### config.mk
export PLATFORM = sky130hd
export DESIGN_NAME = capt_drain
export DESIGN_NICKNAME = d
export VERILOG_FILES = /design/src/rtl/capt_drain.sv
export SDC_FILE = /design/constraint.sdc
export NUM_CORES = 1
export LEC_CHECK = 0
export ABC_AREA = 1
export BUFFER_PORTS_ARGS = -buffer_cell sky130_fd_sc_hd__buf_2
export CAP_MARGIN = 20
export CORE_MARGIN = 8
export CORE_UTILIZATION = 32
export DETAILED_ROUTE_END_ITERATION = 12
export PLACE_DENSITY = 0.57
export SLEW_MARGIN = 10
export SYNTH_ARGS = -nofsm -noshare
export SYNTH_HDL_FRONTEND = slang
export SYNTH_SLANG_ARGS = --single-unit
### constraint.sdc
create_clock -name clock -period 4 [get_ports clock]
set_clock_uncertainty 0.2 [all_clocks]
set_input_delay 0.4 -clock clock [delete_from_list [all_inputs] [get_ports clock]]
set_output_delay 0.4 -clock clock [all_outputs]
set_load 0.05 [all_outputs]
### src/rtl/capt_drain.sv
// Capture buffer that fills on the counter's capture strobe and drains over a
// valid/ready stream once the counter reports full (or a drain is forced).
module capt_drain #(
    parameter int DATA_W = 8,
    parameter int DEPTH  = 6
) (
    input  logic              clock,
    input  logic              rst_n,
    input  logic [1:0]        op,
    input  logic              capture,
    input  logic [DATA_W-1:0] din,
    input  logic              full,
    output logic              out_valid,
    input  logic              out_ready,
    output logic [DATA_W-1:0] out_data,
    output logic              out_last,
    output logic [2:0]        level,
    output logic              busy,
    output logic              ovf,
    output logic              sync_err,
    output logic [1:0]        dbg_state
);

    // Stream handshake: a word transfers on a rising edge where out_valid and
    // out_ready are both 1; while out_ready is 0 the offered word stays put.

    typedef enum logic [1:0] {
        IDLE  = 2'd0,
        CAPT  = 2'd1,
        DRAIN = 2'd2
    } state_t;

    localparam logic [2:0] LVL_MAX = 3'(DEPTH);

    state_t            state, state_nxt;
    logic [2:0]        level_q;
    logic [2:0]        rd_ptr;
    logic [DATA_W-1:0] buf_q [DEPTH];
    logic              ovf_q;
    logic              sync_q;

    logic       op_arm, op_drain, op_clear;
    logic       lvl_full, cap_ok, is_last, xfer;
    logic [2:0] lvl_capt;

    assign op_arm   = (op == 2'b01);
    assign op_drain = (op == 2'b10);
    assign op_clear = (op == 2'b11);
    assign lvl_full = (level_q == LVL_MAX);
    assign cap_ok   = (state == CAPT) && capture && !lvl_full;
    assign lvl_capt = cap_ok ? level_q + 3'd1 : level_q;
    assign is_last  = (rd_ptr == level_q - 3'd1);
    assign xfer     = (state == DRAIN) && out_ready;

    always_ff @(posedge clock or negedge rst_n) begin
        if (!rst_n) state <= IDLE;
        else        state <= state_nxt;
    end

    always_comb begin
        state_nxt = state;
        if (op_clear) begin
            state_nxt = IDLE;
        end else begin
            case (state)
                IDLE:  if (op_arm) state_nxt = CAPT;
                // A drain of nothing has nothing to offer, so fall back to idle.
                CAPT:  if (full || lvl_full || op_drain)
                           state_nxt = (lvl_capt == 3'd0) ? IDLE : DRAIN;
                DRAIN: if (xfer && is_last) state_nxt = IDLE;
                default: state_nxt = IDLE;
            endcase
        end
    end

    always_ff @(posedge clock or negedge rst_n) begin
        if (!rst_n) begin
            level_q <= '0;
            rd_ptr  <= '0;
            ovf_q   <= 1'b0;
            sync_q  <= 1'b0;
            for (int i = 0; i < DEPTH; i++) buf_q[i] <= '0;
        end else if (op_clear) begin
            level_q <= '0;
            rd_ptr  <= '0;
            ovf_q   <= 1'b0;
            sync_q  <= 1'b0;
        end else begin
            case (state)
                IDLE: begin
                    if (op_arm) level_q <= '0;
                    rd_ptr <= '0;
                end
                CAPT: begin
                    if (cap_ok) buf_q[level_q] <= din;
                    level_q <= lvl_capt;
                    rd_ptr  <= '0;
                    if (capture && lvl_full) ovf_q <= 1'b1;
                    // Counter and buffer step on the same edge, so they must agree.
                    if (full != lvl_full) sync_q <= 1'b1;
                end
                DRAIN: begin
                    if (xfer) begin
                        if (is_last) begin
                            rd_ptr  <= '0;
                            level_q <= '0;
                        end else begin
                            rd_ptr <= rd_ptr + 3'd1;
                        end
                    end
                end
                default: begin
                    level_q <= '0;
                    rd_ptr  <= '0;
                end
            endcase
        end
    end

    always_comb begin
        out_valid = 1'b0;
        out_data  = '0;
        out_last  = 1'b0;
        if (state == DRAIN) begin
            out_valid = 1'b1;
            out_data  = buf_q[rd_ptr];
            out_last  = is_last;
        end
    end

    assign level     = level_q;
    assign busy      = (state != IDLE);
    assign ovf       = ovf_q;
    assign sync_err  = sync_q;
    assign dbg_state = state;

endmodule

; ---- Word level (Yosys, flattened, before mapping)
; Index checks and enable logic that the tools add are counted.
[totals]
register_bits = 58
in_bits = 15
out_inout_bits = 18
word_cells = 84
[op_classes]
add_sub_neg = 3
n_lt_le_gt_ge = 3
eq_ne = 13
mux = 31
bitwise = 3
n_reduce_logical = 20
[op_table]
columns = op, n
row1 = 48-bit bitwise mux, 1
row2 = 8-bit two-way mux, 4
row3 = 3-bit two-way mux, 9
row4 = 8-bit binary-select mux with 3-bit select, 1
row5 = 8-bit demux with 3-bit select, 1
row6 = 2-bit two-way mux, 5
row7 = "3-bit inequality test, second input constant", 3
row8 = 3-bit case mux with 3 select lines, 1
row9 = 3-bit AND reduction, 3
row10 = "4-bit >= comparator, second input constant", 2
row11 = 1-bit two-way mux, 8
row12 = 3-bit inverter with 4-bit output, 2
row13 = 2-bit nonzero test, 4
row14 = "3-bit by 1-bit adder with 3-bit output, second input constant", 2
row15 = "2-bit == test, second input constant", 3
row16 = 1-bit logical AND, 6
row17 = "3-bit by 2-bit inequality test with 1-bit output, second input constant", 2
row18 = 2-bit case mux with 3 select lines, 1
row19 = "2-bit by 1-bit == test with 1-bit output, second input constant", 2
row20 = "4-bit by 1-bit less-than comparator with 1-bit output, second input constant", 1
row21 = 2-bit AND reduction, 2
row22 = 3-bit == test, 1
row23 = "3-bit == test, second input constant", 1
row24 = 3-bit zero test, 1
row25 = other kinds (6), 7

; ---- Longest topological paths before layout
[logic_depth]
word_depth = 9
ltp_mapped = 12
ltp_nobuf = 12

; ---- Least setup slack after synthesis
; Ideal clock, no wire load.
[synth_path]
path_type = flip-flop to output port
startpoint = register level_q[1], in the netlist level[1]
endpoint = output out_last
t_arrival_ps = 2333
required_time_ps = 3400
setup_slack_ps = 1067
path_stages_with_launch = 9
path_buffers = 0
path_cell_list = dfrtp_1 > inv_2 > ha_1 > inv_1 > nand2_1 > nand2_1 > nor2_2 > nand2_1 > nor2_1
[synth_between]
elab_chain_cells = 3
[synth_lines]
columns = element, line_no
row1 = from (decl), 36  ; logic [2:0] level_q;
row2 = from (signal assigned), 96  ; level_q <= lvl_capt;
row3 = 3-bit by 1-bit subtractor with 3-bit output, 52  ; assign is_last = (rd_ptr == level_q - 3'd1);
row4 = 3-bit == test, 52
row5 = 1-bit two-way mux, 124  ; if (state == DRAIN) begin
row6 = to (decl), 16  ; output logic out_last,
; No other way between the ends.

; ---- Worst setup path after layout
[layout_path]
startpoint = register rd_ptr[0]
endpoint = output out_last
[layout_between]
elab_chain_cells = 2
[layout_lines]
columns = element, line_no
row1 = from (decl), 37  ; logic [2:0] rd_ptr;
row2 = from (signal assigned), 108  ; rd_ptr <= rd_ptr + 3'd1;
row3 = 3-bit == test, 52
row4 = 1-bit two-way mux, 124
; No other way between the ends.

==> flow_summary.yaml <==
global_routing:
  grt.total_usage_pct: 12.5
  grt_pass1_wl_um: 12700
  antenna_found_initial: 0
  grt-ovfl-total: 0
  grtUsageMet1_pct: 16.2
  grt_max_degree: 28
  met3_usage_pct: 4.29
  grt_pass1_vias: 2454
  globalRouteMet2Util_pct: 19.5
  busiest_layer: "met2"
floorplan:
  start_util_pct: 32.4
  rows: 35
  die_w_um: 112
  dieArea_um2: 12600
  io_pins: 33
  core_area_um2: 9110
  chipHeight_um: 112
setup_path:
  critPathKind: "flop to output port"
  required_ns: 3.40
  cpMostUsedCell: "nand2_1"
  slowest_delay_ns: 0.88
  cp-startpoint: "rd_ptr[0]"
  crit_arrival_ns: 2.43
  endpoint_kind: "output port"
  worst-path-buf-inv: 2
  cp_cell_sequence: "inv_2 > nand2_1 > nand2_1 > nor2_2 > nand2_1 > nor2_1 > buf_2"
  crit_path_start_kind: "flop"
  r2r_start: "level[0]"
  cp_top_family: "flip-flops"
  worst_path_max_delay_cell: "dfrtp_1"
  path_max_fanout: 27
placed_design:
  gp_congestion: 0.758
  hpwl_um: 4950
  dpl_cell_area_um2: 3200
  port_buffers: 32
run:
  cap_violations: 0
sta:
  finalSetupViolations: 0
  fmax_mhz: 330
  slew_headroom_pct: 45.1
  worstMarginPinSlew_ns: 0.823
  tns_ns: 0
  period_needed_ns: 3.03
  period_share_pct: 75.8
  drv_slew: 0
  grt_setup_unrepaired: "false"
  finalHoldViolCount: 0
min_path:
  hold_path.class: "primary input to flop"
  min_from: "op[1]"
clocking:
  cts_setup_buffers: 0
  numCtsBuffers: 9
  cts_root_buf: "clkbuf_8"
  cts_tree: "done"
  cts.repair.resized: 0
  htreeDepth: 3
  cts_buffer_depth: 2
  clock_latency_ns: 0.33
  cts_sinks: 58
  post_cts_hold_buffer_count: 1
  path_clk_slew_ns: 0.06
routing:
  postRouteAntennaNets: 0
  wl_per_cell_um: 14.9
  drc: 0
  drt_pass1_iterations: 4
  vias: 2392
  via_per_inst: 4.89
  drt-total-wl_um: 7290
  first_iter_violations: 150
synth:
  synth_cell_types: 33
  yosysWarnings: 0
  ys_ff_latch: 58
  synth_nets: 362
  seq_area_frac_synth_pct: 49.2
  syn_area_per_cell_um2: 8.63
  syn-cell-area_um2: 2950
  syn_inst: 342
final_layout:
  fin_nets: 394
  regArea_um2: 1450
  multiInputGateArea_um2: 1340
  fill_cells: 945
  drive_gt1_share_pct: 19.3
  diodes: 0
  final_core_util_pct: 37.9
  design_area_um2: 3450
  syn_to_final_growth_pct: 16.8
  final_cell_mix: "nand2_1 (86), dfrtp_1 (58), o21ai_1 (54)"
  layout_commonest_cell: "nand2_1"
power_and_ir_drop:
  leakagePower_uw: 0.00166
  power.density_nw_per_um2: 632
  vdd_drop_max_uv: 245
outcome:
  status: "finished clean"
routing by layer:
layer / up-vias / part of all wire, %
li1: 1208 / -
met2: 52 / 44
met1: 1128 / 49
met4: 0 / 0.60
met5: - / 0
met3: 4 / 5.8
synthesized netlist by cell type (all sizes together):
master / count / area [um2]
nand2: 90 / 358
o21ai: 74 / 374
dfrtp: 58 / 1450
nor2: 27 / 128
inv: 24 / 92.6
a21oi: 9 / 45.0
nand4: 9 / 146
nand3: 8 / 57.6
o21a: 8 / 60.1
o22ai: 8 / 50.1
buf: 7 / 41.3
clkbuf: 7 / 26.3
ha: 5 / 62.6
xor2: 2 / 17.5
a22o: 1 / 8.76
a41oi: 1 / 8.76
clkinv: 1 / 3.75
nand3b: 1 / 7.51
nor3: 1 / 5.00
xnor2: 1 / 8.76
path summary, 6_finish.rpt:
| path | to | slack, ns | cells past startpoint |
|---|---|---|---|
| setup / recovery | out_last | 0.97 | 7 |
| max in group asynchronous | buf_q[19] | 2.49 | 3 |
| hold / removal | dbg_state[0] | 0.18 | 3 |
| setup reg to reg | buf_q[9] | 1.56 | 8 |
| hold reg to reg | buf_q[27] | 0.29 | 2 |
| min in group asynchronous | buf_q[7] | 0.42 | 2 |
final cells by class:
class | count | share of cell area [%]
clock buffers | 10 | 3.99
clock inverters | 5 | 2.97
inverters | 25 | 2.79
well taps | 111 | 4.03
repair buffers | 35 | 5.37
multi-input cells | 245 | 38.8
flip-flops and latches | 58 | 42.1
state kept, by name, indices dropped and copies added (netlist names):
signal,count
ovf,1
rd_ptr,3
buf_q,48
level,3
dbg_state,2
sync_err,1
report_power, final:
group	total (uW)	internal, uW	switching (uW)
clock	662	426	236
combinational	652	202	449
sequential	866	745	121
kinds of logic (layout without fill, tap and decap cells):
kind of cell / after synthesis / in the layout / share of synthesized area (%)
xor gates and xnor gates: 3 / 3 / 0.890
adders and majority gates: 5 / 5 / 2.12
and+or+nand+nor: 136 / 136 / 23.8
DFF: 58 / 58 / 49.2
AOI/OAI and AO/OA: 101 / 101 / 18.5
buffers and inverters: 39 / 75 / 5.55
tightest hold or removal path, cell delays in order:
cell and delay [ns]:
buf_2 0.09, nand3b_1 0.13, o21ai_2 0.06
through the flow:
| stage | worst slack, ns | hold slack [ns] | power, uW | std cells |
|---|---|---|---|---|
| floorplan | 1.07 | -0.0956 | 1370 | 342 |
| global placement | 1.34 | 0.254 | 1510 | 473 |
| detailed placement | 1.28 | 0.265 | 1530 | 473 |
| CTS | 0.941 | 0.165 | 2190 | 489 |
| global route | 0.732 | 0.180 | 2320 | 489 |
| finish | 0.969 | 0.179 | 2180 | 489 |
Note: power is estimated with default switching activity, not from simulation.
